[config.mk]
export PLATFORM = sky130hd
export DESIGN_NAME = alu_issue_queue_flat
export DESIGN_NICKNAME = d
export VERILOG_FILES = /design/src/rtl/alu_issue_queue_if.sv /design/src/rtl/alu_issue_queue.sv /design/src/flat_wrapper.sv
export SDC_FILE = /design/constraint.sdc
export NUM_CORES = 1
export LEC_CHECK = 0
export BUFFER_PORTS_ARGS = -buffer_cell sky130_fd_sc_hd__buf_2
export CORE_MARGIN = 1.5
export CORE_UTILIZATION = 40
export CTS_BUF_LIST = sky130_fd_sc_hd__clkbuf_4 sky130_fd_sc_hd__clkbuf_8
export CTS_CLUSTER_SIZE = 16
export DETAILED_ROUTE_END_ITERATION = 10
export SKIP_LAST_GASP = 1
export SLEW_MARGIN = 20
export SYNTH_ARGS = -nofsm -noshare
export SYNTH_HDL_FRONTEND = slang
export SYNTH_SLANG_ARGS = --single-unit
[constraint.sdc]
create_clock -name clk -period 2.9 [get_ports clk]
set_input_delay 0.58 -clock clk [delete_from_list [all_inputs] [get_ports clk]]
set_output_delay 0.58 -clock clk [all_outputs]
set_load 0.05 [all_outputs]
[src/rtl/alu_issue_queue_if.sv]
// Bundles the instruction, ALU operand/result and status signals of alu_issue_queue.
// The slave modport is the queue's view, and the master modport is the feeder/consumer view.
`timescale 1ns/1ps
interface alu_issue_queue_if #(
  parameter int DEPTH = 4,
  parameter int DW    = 32
);
  logic                       in_valid;
  logic                       in_ready;
  logic [DW-1:0]              in_instr;
  logic                       in_itype;
  logic [DW-1:0]              Rtype;
  logic [DW-1:0]              Itype;
  logic [DW-1:0]              alu_y;
  logic                       res_valid;
  logic                       res_ready;
  logic [DW-1:0]              res_data;
  logic [5:0]                 res_opcode;
  logic                       res_err;
  logic                       busy;
  logic [$clog2(DEPTH):0]     count;
  logic [7:0]                 issued_cnt;

  modport slave (
    input  in_valid, in_instr, in_itype, alu_y, res_ready,
    output in_ready, Rtype, Itype, res_valid, res_data, res_opcode, res_err,
           busy, count, issued_cnt
  );

  modport master (
    output in_valid, in_instr, in_itype, alu_y, res_ready,
    input  in_ready, Rtype, Itype, res_valid, res_data, res_opcode, res_err,
           busy, count, issued_cnt
  );
endinterface

[src/rtl/alu_issue_queue.sv]
// Buffers instructions in a DEPTH-entry FIFO and issues them one at a time onto the ALU operand buses.
// Latency: accept at edge N, operands are driven during cycle N+1, and res_valid is set from edge N+2; one result every 2 cycles.
// Backpressure: in_ready drops when the FIFO is full, and a held result (res_valid & !res_ready) stalls further issue.
`timescale 1ns/1ps
module alu_issue_queue #(
  parameter int DEPTH = 4,
  parameter int DW    = 32
) (
  input  logic             clk,
  input  logic             rst_n,
  alu_issue_queue_if.slave bus
);
  localparam int AW = $clog2(DEPTH);
  localparam int CW = AW + 1;

  typedef enum logic [1:0] {IDLE, ISSUE, RESULT} state_t;

  // Each entry holds {itype, instruction}
  logic [DW:0]    mem_q [DEPTH];
  logic [AW-1:0]  wr_ptr_q, wr_ptr_d;
  logic [AW-1:0]  rd_ptr_q, rd_ptr_d;
  logic [CW-1:0]  count_q, count_d;

  state_t         state_q;
  logic [DW-1:0]  instr_q;
  logic [DW-1:0]  rtype_q;
  logic [DW-1:0]  itype_q;
  logic [DW-1:0]  res_data_q;
  logic [5:0]     res_opcode_q;
  logic           res_err_q;
  logic           res_valid_q;
  logic [7:0]     issued_cnt_q;

  logic           in_ready;
  logic           push;
  logic           pop;
  logic [DW-1:0]  head_instr;
  logic           head_itype;
  logic [5:0]     issue_op;
  logic           issue_illegal;

  function automatic logic is_legal(input logic [5:0] op);
    case (op)
      6'd0, 6'd1, 6'd2, 6'd3, 6'd4, 6'd5, 6'd6, 6'd10, 6'd11: is_legal = 1'b1;
      default:                                              is_legal = 1'b0;
    endcase
  endfunction

  // A full FIFO refuses pushes even if a pop happens in the same cycle (no bypass)
  assign in_ready      = (count_q < CW'(DEPTH));
  assign push          = bus.in_valid && in_ready;
  assign pop           = (count_q != '0) &&
                         ((state_q == IDLE) || ((state_q == RESULT) && bus.res_ready));
  assign head_instr    = mem_q[rd_ptr_q][DW-1:0];
  assign head_itype    = mem_q[rd_ptr_q][DW];
  assign issue_op      = instr_q[DW-1:DW-6];
  assign issue_illegal = !is_legal(issue_op);

  // FIFO pointer and occupancy next-state; pointers wrap naturally because DEPTH is a power of two
  always_comb begin
    wr_ptr_d = push ? wr_ptr_q + AW'(1) : wr_ptr_q;
    rd_ptr_d = pop  ? rd_ptr_q + AW'(1) : rd_ptr_q;
    count_d  = count_q;
    case ({push, pop})
      2'b10:   count_d = count_q + CW'(1);
      2'b01:   count_d = count_q - CW'(1);
      default: count_d = count_q;
    endcase
  end

  // FIFO storage needs no reset: entries are only read when count says they are valid
  always_ff @(posedge clk) begin
    if (push) begin
      mem_q[wr_ptr_q] <= {bus.in_itype, bus.in_instr};
    end
  end

  // FIFO pointers and occupancy
  always_ff @(posedge clk or negedge rst_n) begin
    if (!rst_n) begin
      wr_ptr_q <= '0;
      rd_ptr_q <= '0;
      count_q  <= '0;
    end else begin
      wr_ptr_q <= wr_ptr_d;
      rd_ptr_q <= rd_ptr_d;
      count_q  <= count_d;
    end
  end

  // Issue FSM: the operand buses and result port are registered and loaded on the pop/exit edges
  always_ff @(posedge clk or negedge rst_n) begin
    if (!rst_n) begin
      state_q      <= IDLE;
      instr_q      <= '0;
      rtype_q      <= '0;
      itype_q      <= '0;
      res_data_q   <= '0;
      res_opcode_q <= '0;
      res_err_q    <= 1'b0;
      res_valid_q  <= 1'b0;
      issued_cnt_q <= '0;
    end else begin
      case (state_q)
        IDLE: begin
          if (pop) begin
            instr_q <= head_instr;
            rtype_q <= head_itype ? '0 : head_instr;
            itype_q <= head_itype ? head_instr : '0;
            state_q <= ISSUE;
          end
        end
        ISSUE: begin
          // Illegal opcodes are still issued and counted; only the data is suppressed
          res_data_q   <= issue_illegal ? '0 : bus.alu_y;
          res_opcode_q <= issue_op;
          res_err_q    <= issue_illegal;
          res_valid_q  <= 1'b1;
          issued_cnt_q <= issued_cnt_q + 8'd1;
          rtype_q      <= '0;
          itype_q      <= '0;
          state_q      <= RESULT;
        end
        RESULT: begin
          if (bus.res_ready) begin
            res_valid_q <= 1'b0;
            if (pop) begin
              instr_q <= head_instr;
              rtype_q <= head_itype ? '0 : head_instr;
              itype_q <= head_itype ? head_instr : '0;
              state_q <= ISSUE;
            end else begin
              state_q <= IDLE;
            end
          end
        end
        default: state_q <= IDLE;
      endcase
    end
  end

  assign bus.in_ready   = in_ready;
  assign bus.Rtype      = rtype_q;
  assign bus.Itype      = itype_q;
  assign bus.res_valid  = res_valid_q;
  assign bus.res_data   = res_data_q;
  assign bus.res_opcode = res_opcode_q;
  assign bus.res_err    = res_err_q;
  assign bus.busy       = (state_q != IDLE) || (count_q != '0);
  assign bus.count      = count_q;
  assign bus.issued_cnt = issued_cnt_q;
endmodule
[src/flat_wrapper.sv]
// flat-port wrapper written by rule: the top's interface ports become plain ports
module alu_issue_queue_flat 
#(
  parameter int DEPTH = 4,
  parameter int DW    = 32
)
  (clk, rst_n, bus_in_valid, bus_in_instr, bus_in_itype, bus_alu_y, bus_res_ready, bus_in_ready, bus_Rtype, bus_Itype, bus_res_valid, bus_res_data, bus_res_opcode, bus_res_err, bus_busy, bus_count, bus_issued_cnt);
  alu_issue_queue_if #(.DEPTH(DEPTH), .DW(DW)) bus_i ();
  input  logic clk;
  input  logic rst_n;
  input wire logic [$bits(bus_i.in_valid)-1:0] bus_in_valid;
  input wire logic [$bits(bus_i.in_instr)-1:0] bus_in_instr;
  input wire logic [$bits(bus_i.in_itype)-1:0] bus_in_itype;
  input wire logic [$bits(bus_i.alu_y)-1:0] bus_alu_y;
  input wire logic [$bits(bus_i.res_ready)-1:0] bus_res_ready;
  output wire logic [$bits(bus_i.in_ready)-1:0] bus_in_ready;
  output wire logic [$bits(bus_i.Rtype)-1:0] bus_Rtype;
  output wire logic [$bits(bus_i.Itype)-1:0] bus_Itype;
  output wire logic [$bits(bus_i.res_valid)-1:0] bus_res_valid;
  output wire logic [$bits(bus_i.res_data)-1:0] bus_res_data;
  output wire logic [$bits(bus_i.res_opcode)-1:0] bus_res_opcode;
  output wire logic [$bits(bus_i.res_err)-1:0] bus_res_err;
  output wire logic [$bits(bus_i.busy)-1:0] bus_busy;
  output wire logic [$bits(bus_i.count)-1:0] bus_count;
  output wire logic [$bits(bus_i.issued_cnt)-1:0] bus_issued_cnt;
  assign bus_i.in_valid = bus_in_valid;
  assign bus_i.in_instr = bus_in_instr;
  assign bus_i.in_itype = bus_in_itype;
  assign bus_i.alu_y = bus_alu_y;
  assign bus_i.res_ready = bus_res_ready;
  assign bus_in_ready = bus_i.in_ready;
  assign bus_Rtype = bus_i.Rtype;
  assign bus_Itype = bus_i.Itype;
  assign bus_res_valid = bus_i.res_valid;
  assign bus_res_data = bus_i.res_data;
  assign bus_res_opcode = bus_i.res_opcode;
  assign bus_res_err = bus_i.res_err;
  assign bus_busy = bus_i.busy;
  assign bus_count = bus_i.count;
  assign bus_issued_cnt = bus_i.issued_cnt;
  alu_issue_queue #(.DEPTH(DEPTH), .DW(DW)) u_core (.clk(clk), .rst_n(rst_n), .bus(bus_i));
endmodule
# ---- Word-level counts from Yosys, hierarchy flattened
# Memory sizes are Yosys's and may differ from the RTL's.
# Cells that the tools add are included.
dict set report word_totals {
  reg_bits 153
  mem_bits_rw 132
  mem_bits_ro 16
  out_inout_bits 117
  word_cells 66
  memories 2
}
# name depth width read_ports rd_ports_with_merged_regs write_ports line
set memory_table {}
lappend memory_table {u_core.mem_q 4 33 1 0 1 alu_issue_queue.sv:19} ;# logic [DW:0] mem_q [DEPTH];
lappend memory_table {{(name not given)} 16 1 1 0 0 alu_issue_queue.sv:43} ;# case (op)
dict set report op_classes {
  addsub 5
  magnitude_cmp 1
  n_eq_ne 6
  mux 22
  reduce_logical 18
}
# operator n
set ops {}
lappend ops {{$mux W32} 9}
lappend ops {{$pmux W32 S3} 2}
lappend ops {{$pmux W32 S2} 1}
lappend ops {{$add A8 B1 Y8 const B} 1}
lappend ops {{$reduce_and A2 Y1} 4}
lappend ops {{$reduce_bool A2 Y1} 4}
lappend ops {{$pmux W2 S3} 1}
lappend ops {{$pmux W3 S2} 1}
lappend ops {{$reduce_bool A3 Y1} 2}
lappend ops {{$mux W1} 5}
lappend ops {{$add A2 B1 Y2 const B} 2}
lappend ops {{$eq A2 B1 Y1 const B} 2}
lappend ops {{$eq A2 B2 Y1 const B} 2}
lappend ops {{$logic_not A2 Y1} 2}
lappend ops {{$mux W2} 2}
lappend ops {{$add A3 B1 Y3 const B} 1}
lappend ops {{$logic_and A1 B1 Y1} 3}
lappend ops {{$lt A3 B3 Y1 const B} 1}
lappend ops {{$sub A3 B1 Y3 const B} 1}
lappend ops {{$logic_or A1 B1 Y1} 2}
lappend ops {{$ne A2 B1 Y1 const B} 1}
lappend ops {{$ne A2 B2 Y1 const B} 1}
lappend ops {{$pmux W1 S2} 1}
lappend ops {{$logic_not A1 Y1} 1}

# ---- Depth between registers and ports, before layout
dict set report logic_depth {
  ltp_word 7
  ltp_mapped 10
  depth_no_buf 8
}

# ---- Worst setup path before layout
# Ideal clock, no wire load.
dict set report synth_path {
  path_kind {reg2reg}
  start {register u_core.count_q[0], in the netlist u_core.bus.count[0]}
  end {register u_core.count_q[2], in the netlist u_core.bus.count[2]}
  arrival_time_ns 2.420
  path_slack_ns 0.341
  path_stages_with_launch 10
  n_path_buf 1
  synth_period_minus_slack_ns 2.559
  cell_sequence {dfrtp_1 nor3_1 nor3b_2 clkbuf_1 ha_1 inv_1 fa_1 xor2_1 nor2_1 xnor2_1}
}
dict set report synth_via {
  elab_chain_cells 4
  word_cells_on_any_way 10
  classes_between {add/sub: 2; order compare: 1; eq/ne: 2; mux: 1; reduce/logical: 4}
}
# item line
set synth_lines {}
lappend synth_lines {{start: declaration} alu_issue_queue.sv:22} ;# logic [CW-1:0] count_q, count_d;
lappend synth_lines {{start signal: assignment} alu_issue_queue.sv:87} ;# count_q <= count_d;
lappend synth_lines {{$lt A3 B3 Y1 / $reduce_bool A3 Y1 (equally long branches)} {alu_issue_queue.sv:50, alu_issue_queue.sv:52}}
lappend synth_lines {{$logic_and A1 B1 Y1 (on tied branches)} {alu_issue_queue.sv:51, alu_issue_queue.sv:52}}
lappend synth_lines {{$eq A2 B1 Y1 / $eq A2 B2 Y1 (equally long branches)} alu_issue_queue.sv:64} ;# case ({push, pop})
lappend synth_lines {{$pmux W3 S2 / $reduce_bool A2 Y1 (equally long branches)} -}
# Parallel ways exist; a longest one is shown, timed or not.
# A chain may end at the register's enable or synchronous reset.

# ---- Worst setup path in the final report
dict set report layout_path {
  start {register u_core.state_q[0]}
  end {output port bus_busy}
}
dict set report layout_via {
  elab_chain_cells 2
}
# item line
set layout_lines {}
lappend layout_lines {{start: declaration} alu_issue_queue.sv:24} ;# state_t state_q;
lappend layout_lines {{start signal: assignment} alu_issue_queue.sv:94} ;# state_q <= IDLE;
lappend layout_lines {{start signal: assignment} alu_issue_queue.sv:110} ;# state_q <= ISSUE;
lappend layout_lines {{start signal: assignment} alu_issue_queue.sv:122} ;# state_q <= RESULT;
lappend layout_lines {{$reduce_bool A2 Y1} alu_issue_queue.sv:149} ;# assign bus.busy = (state_q != IDLE) || (count_q != '0);
lappend layout_lines {{$logic_or A1 B1 Y1} alu_issue_queue.sv:149}
lappend layout_lines {{end: declaration} flat_wrapper.sv:23} ;# output wire logic [$bits(bus_i.busy)-1:0] bus_busy;
# Every way passes these cells.

==> results_dict.tcl <==
set metrics [dict create \
    synth_ff_type "edfxtp_1" \
    antenna_found_initial 4 \
    drv_cap 0 \
    hold_viol_final 0 \
    area_delta_synth_final_pct 22.60 \
    finalSetupTns_ns 0 \
    startpoint_type "register" \
    yosysWarnings 0 \
    stdcell_area_um2 11980 \
    worstSkewPairLatency_ns 0.54 \
    slew_headroom_pct 53.17 \
    p_clk_share_pct 21.9 \
    end_kind "primary output" \
    worstPathArrival_ns 1.90 \
    n_antenna_cell 0 \
    seq_power_share_pct 36.7 \
    grt_first_pass_wirelength_um 34020 \
    path_clk_slew_ns 0.06 \
    synth.net_count 679 \
    timing.rr.start "u_core.rd_ptr_q[1]$_DFFE_PN0N_" \
    worst_pin_slew_ns 0.7025 \
    core_area_um2 24180 \
    overflow 0 \
    htreeDepth 2 \
    path_max_fanout 8 \
    n_fill_cell 2091 \
    fmax_mhz 402.8 \
    routabilityCongestion 0.7534 \
    die_area_um2 25380 \
    ys_ff_latch 259 \
    holdWs_ns 0.2587 \
    cp.required_ns 2.32 \
    grt_use_met3_pct 4.819 \
    switchingPower_mw 6.236 \
    rr_worst_depth 5 \
    clock_path_buffers 3 \
    setup_viol 0 \
    met1_usage_pct 23.30 \
    p_leak_nw 5.214 \
    grt_max_degree 125 \
    dp_hpwl_um 13210 \
    vias 5761 \
    crit_path_start "u_core.state_q[0]$_DFFE_PN0P_" \
    clock_sinks 259 \
    avgViaCountPerCell 4.916 \
    vdd_drop_max_uv 561.4 \
    fin_nets 891 \
    comb_power_share_pct 41.4 \
    preCtsSetupSlack_ns 0.5945 \
    p_per_area_nw_per_um2 1235 \
    switching_share_pct 42.16 \
    numCtsBuffers 42 \
    postRouteAntennaNets 0 \
    drv_slew 0 \
    drive_gt1_share_pct 39.03 \
    netlist-cell-type-count 38 \
    met2_usage_pct 27.11 \
    synthCells 603 \
    syn_area_per_cell_um2 16.21 \
    min_path_type "in -> reg" \
    firstDrtPassIters 4 \
    wl_per_cell_um 17.97 \
    path_class "reg -> out" \
    fp-row-count 57 \
    die_h_um 159.3 \
    post_dp_cell_area_um2 11090 \
    synth_async_sr_flop_share_pct 49.03 \
    post_cts_buffers 0 \
    ys_seq_area_share_pct 73.08 \
    post-route-period-util_pct 85.60 \
    first_global_vias 6134 \
    top_usage_layer "met2" \
    start_util_pct 40.42 \
    synth_enable_flop_cells 132 \
    io_buffers 185 \
    ios 186 \
    r2r_slack_ns 0.75 \
    wirelength_um 21060 \
    rsz0062_at_grt "no" \
    root_buffer "clkbuf_8" \
    skew_ns 0.02068 \
    postLayoutSetupSlackWorst_ns 0.4175 \
    cts_tree "done" \
    route.detailed.drc 0 \
    die_x_um 159.3 \
    status "completed" \
    syn-cell-area_um2 9773 \
    rr_endpoint "u_core.bus.Rtype[0]$_DFFE_PN0P_" \
    worstSetupEndpoint "bus_busy" \
    fin_crit_ns 2.483 \
    final_util_pct 49.56 \
    internal_power_mw 8.555 \
    dr.first_iter.drc_count 317 \
    grt_usage_pct 17.22 \
]
[cells in the final DEF (no fill, tap or decap), types with 2 or more instances in the layout]
master,Yosys,final
nor2_1,4,4
buf_4,2,17
clkinv_1,0,4
a21oi_1,4,4
mux2i_1,2,2
xor2_1,3,3
inv_1,9,9
clkbuf_8,0,49
mux2_4,2,2
clkinvlp_4,0,2
dfrtp_2,0,2
nand2b_1,4,3
mux4_2,32,32
clkinv_2,0,4
mux2_2,7,7
a22o_1,57,57
nand3_1,15,15
dfrtp_1,127,125
and2_2,0,4
and3_1,2,2
edfxtp_1,132,132
xnor2_1,10,10
nand2_1,91,91
clkbuf_4,0,16
buf_2,10,184
nor2b_1,2,2
o21ai_0,42,42
ha_1,6,6
[cells in the mapped netlist (2+ instances only)]
cell | n | area share [%]
buf_6 | 5 | 0.58
mux2i_1 | 2 | 0.20
xnor2_1 | 10 | 0.90
nor2b_1 | 2 | 0.13
and3_1 | 2 | 0.13
buf_1 | 2 | 0.077
clkbuf_2 | 3 | 0.15
mux2_4 | 2 | 0.31
nand2b_1 | 4 | 0.26
dfrtp_1 | 127 | 33
edfxtp_1 | 132 | 41
a22o_1 | 57 | 5.1
inv_1 | 9 | 0.35
nor2_1 | 4 | 0.15
buf_4 | 2 | 0.15
o21ai_0 | 42 | 2.2
and2_1 | 4 | 0.26
buf_2 | 10 | 0.51
xor2_1 | 3 | 0.27
mux4_2 | 32 | 7.4
nand2_1 | 91 | 3.5
clkbuf_1 | 14 | 0.54
a21oi_1 | 4 | 0.20
nand3_1 | 15 | 0.77
mux2_2 | 7 | 0.81
ha_1 | 6 | 0.77
[power by group through the flow]
stage / Sequential [mW] / Combinational (mW) / Clock (mW)
global route: 5.55 / 6.59 / 3.50
floorplan: 7.34 / 2.75 / 0
global placement: 5.48 / 6.18 / 0
finish: 5.43 / 6.13 / 3.24
detailed placement: 5.50 / 6.21 / 0
CTS: 5.44 / 6.23 / 3.33
[worst max-delay path: stages (launching register included)]
cell	delay (ns)
dfrtp_1	0.48
nor4_1	0.58
nand2b_1	0.10
buf_2	0.23
[sequential cells by signal (all words and copies together) (netlist names), 3 cells and up]
register,cells
u_core.bus.Itype,32
u_core.mem_q,132
u_core.bus.issued_cnt,8
u_core.bus.res_opcode,6
u_core.instr_q,6
u_core.bus.count,3
u_core.bus.Rtype,32
u_core.bus.res_data,32
[layer usage]
layer	vias up	routed length (um)
met3	26	1501
met1	2858	9485
li1	2671	-
met2	202	9779
met4	4	266
met5	-	23
[through the flow]
stage,power (mW),cells
2_1_floorplan,10.09,603
3_3_place_gp,11.66,1094
3_5_place_dp,11.71,1094
4_1_cts,15.00,1172
5_1_grt,15.65,1172
6_report,14.79,1172
[cell type report]
| type | instances | area (um^2) | share of cell area, % |
|---|---|---|---|
| Sequential cell | 259 | 7144 | 59.63 |
| Multi-Input combinational cell | 299 | 2425 | 20.24 |
| Clock inverter | 12 | 88.84 | 0.7414 |
| Timing Repair Buffer | 204 | 1090 | 9.096 |
| Tap cell | 324 | 405.4 | 3.383 |
| Clock buffer | 65 | 794.5 | 6.631 |
| Inverter | 9 | 33.78 | 0.2820 |
[cell families (layout without fill, tap and decap cells)]
family	Yosys count	in the layout	share of synthesized area [%]
buf+inv	45	290	2.356
compound gates	107	107	7.874
mux	43	43	8.693
flops	259	259	73.08
simple gates	129	129	5.863
xor+xnor	13	13	1.165
fa+ha+maj	7	7	0.9730
[how the worst min path moves through the flow]
stage               slack [ns]  depth (start not counted)             start                                   to
floorplan                 0.28                          0             rst_n      u_core.bus.Itype[0]$_DFFE_PN0P_
global placement          0.36                          1             rst_n  u_core.bus.res_data[10]$_DFFE_PN0P_
detailed placement        0.37                          1             rst_n  u_core.bus.res_data[10]$_DFFE_PN0P_
CTS                       0.22                          1  bus_in_instr[23]        u_core.mem_q[1][23]$_DFFE_PP_
global route              0.24                          1  bus_in_instr[23]        u_core.mem_q[1][23]$_DFFE_PP_
finish                    0.26                          2      bus_alu_y[4]   u_core.bus.res_data[4]$_DFFE_PN0P_
[repair_timing]
action,4_1_cts,5_1_grt
resized for setup,0,0
hold endpoints to repair,3,0
hold buffers,1,0
(Power assumes the default switching activity.)
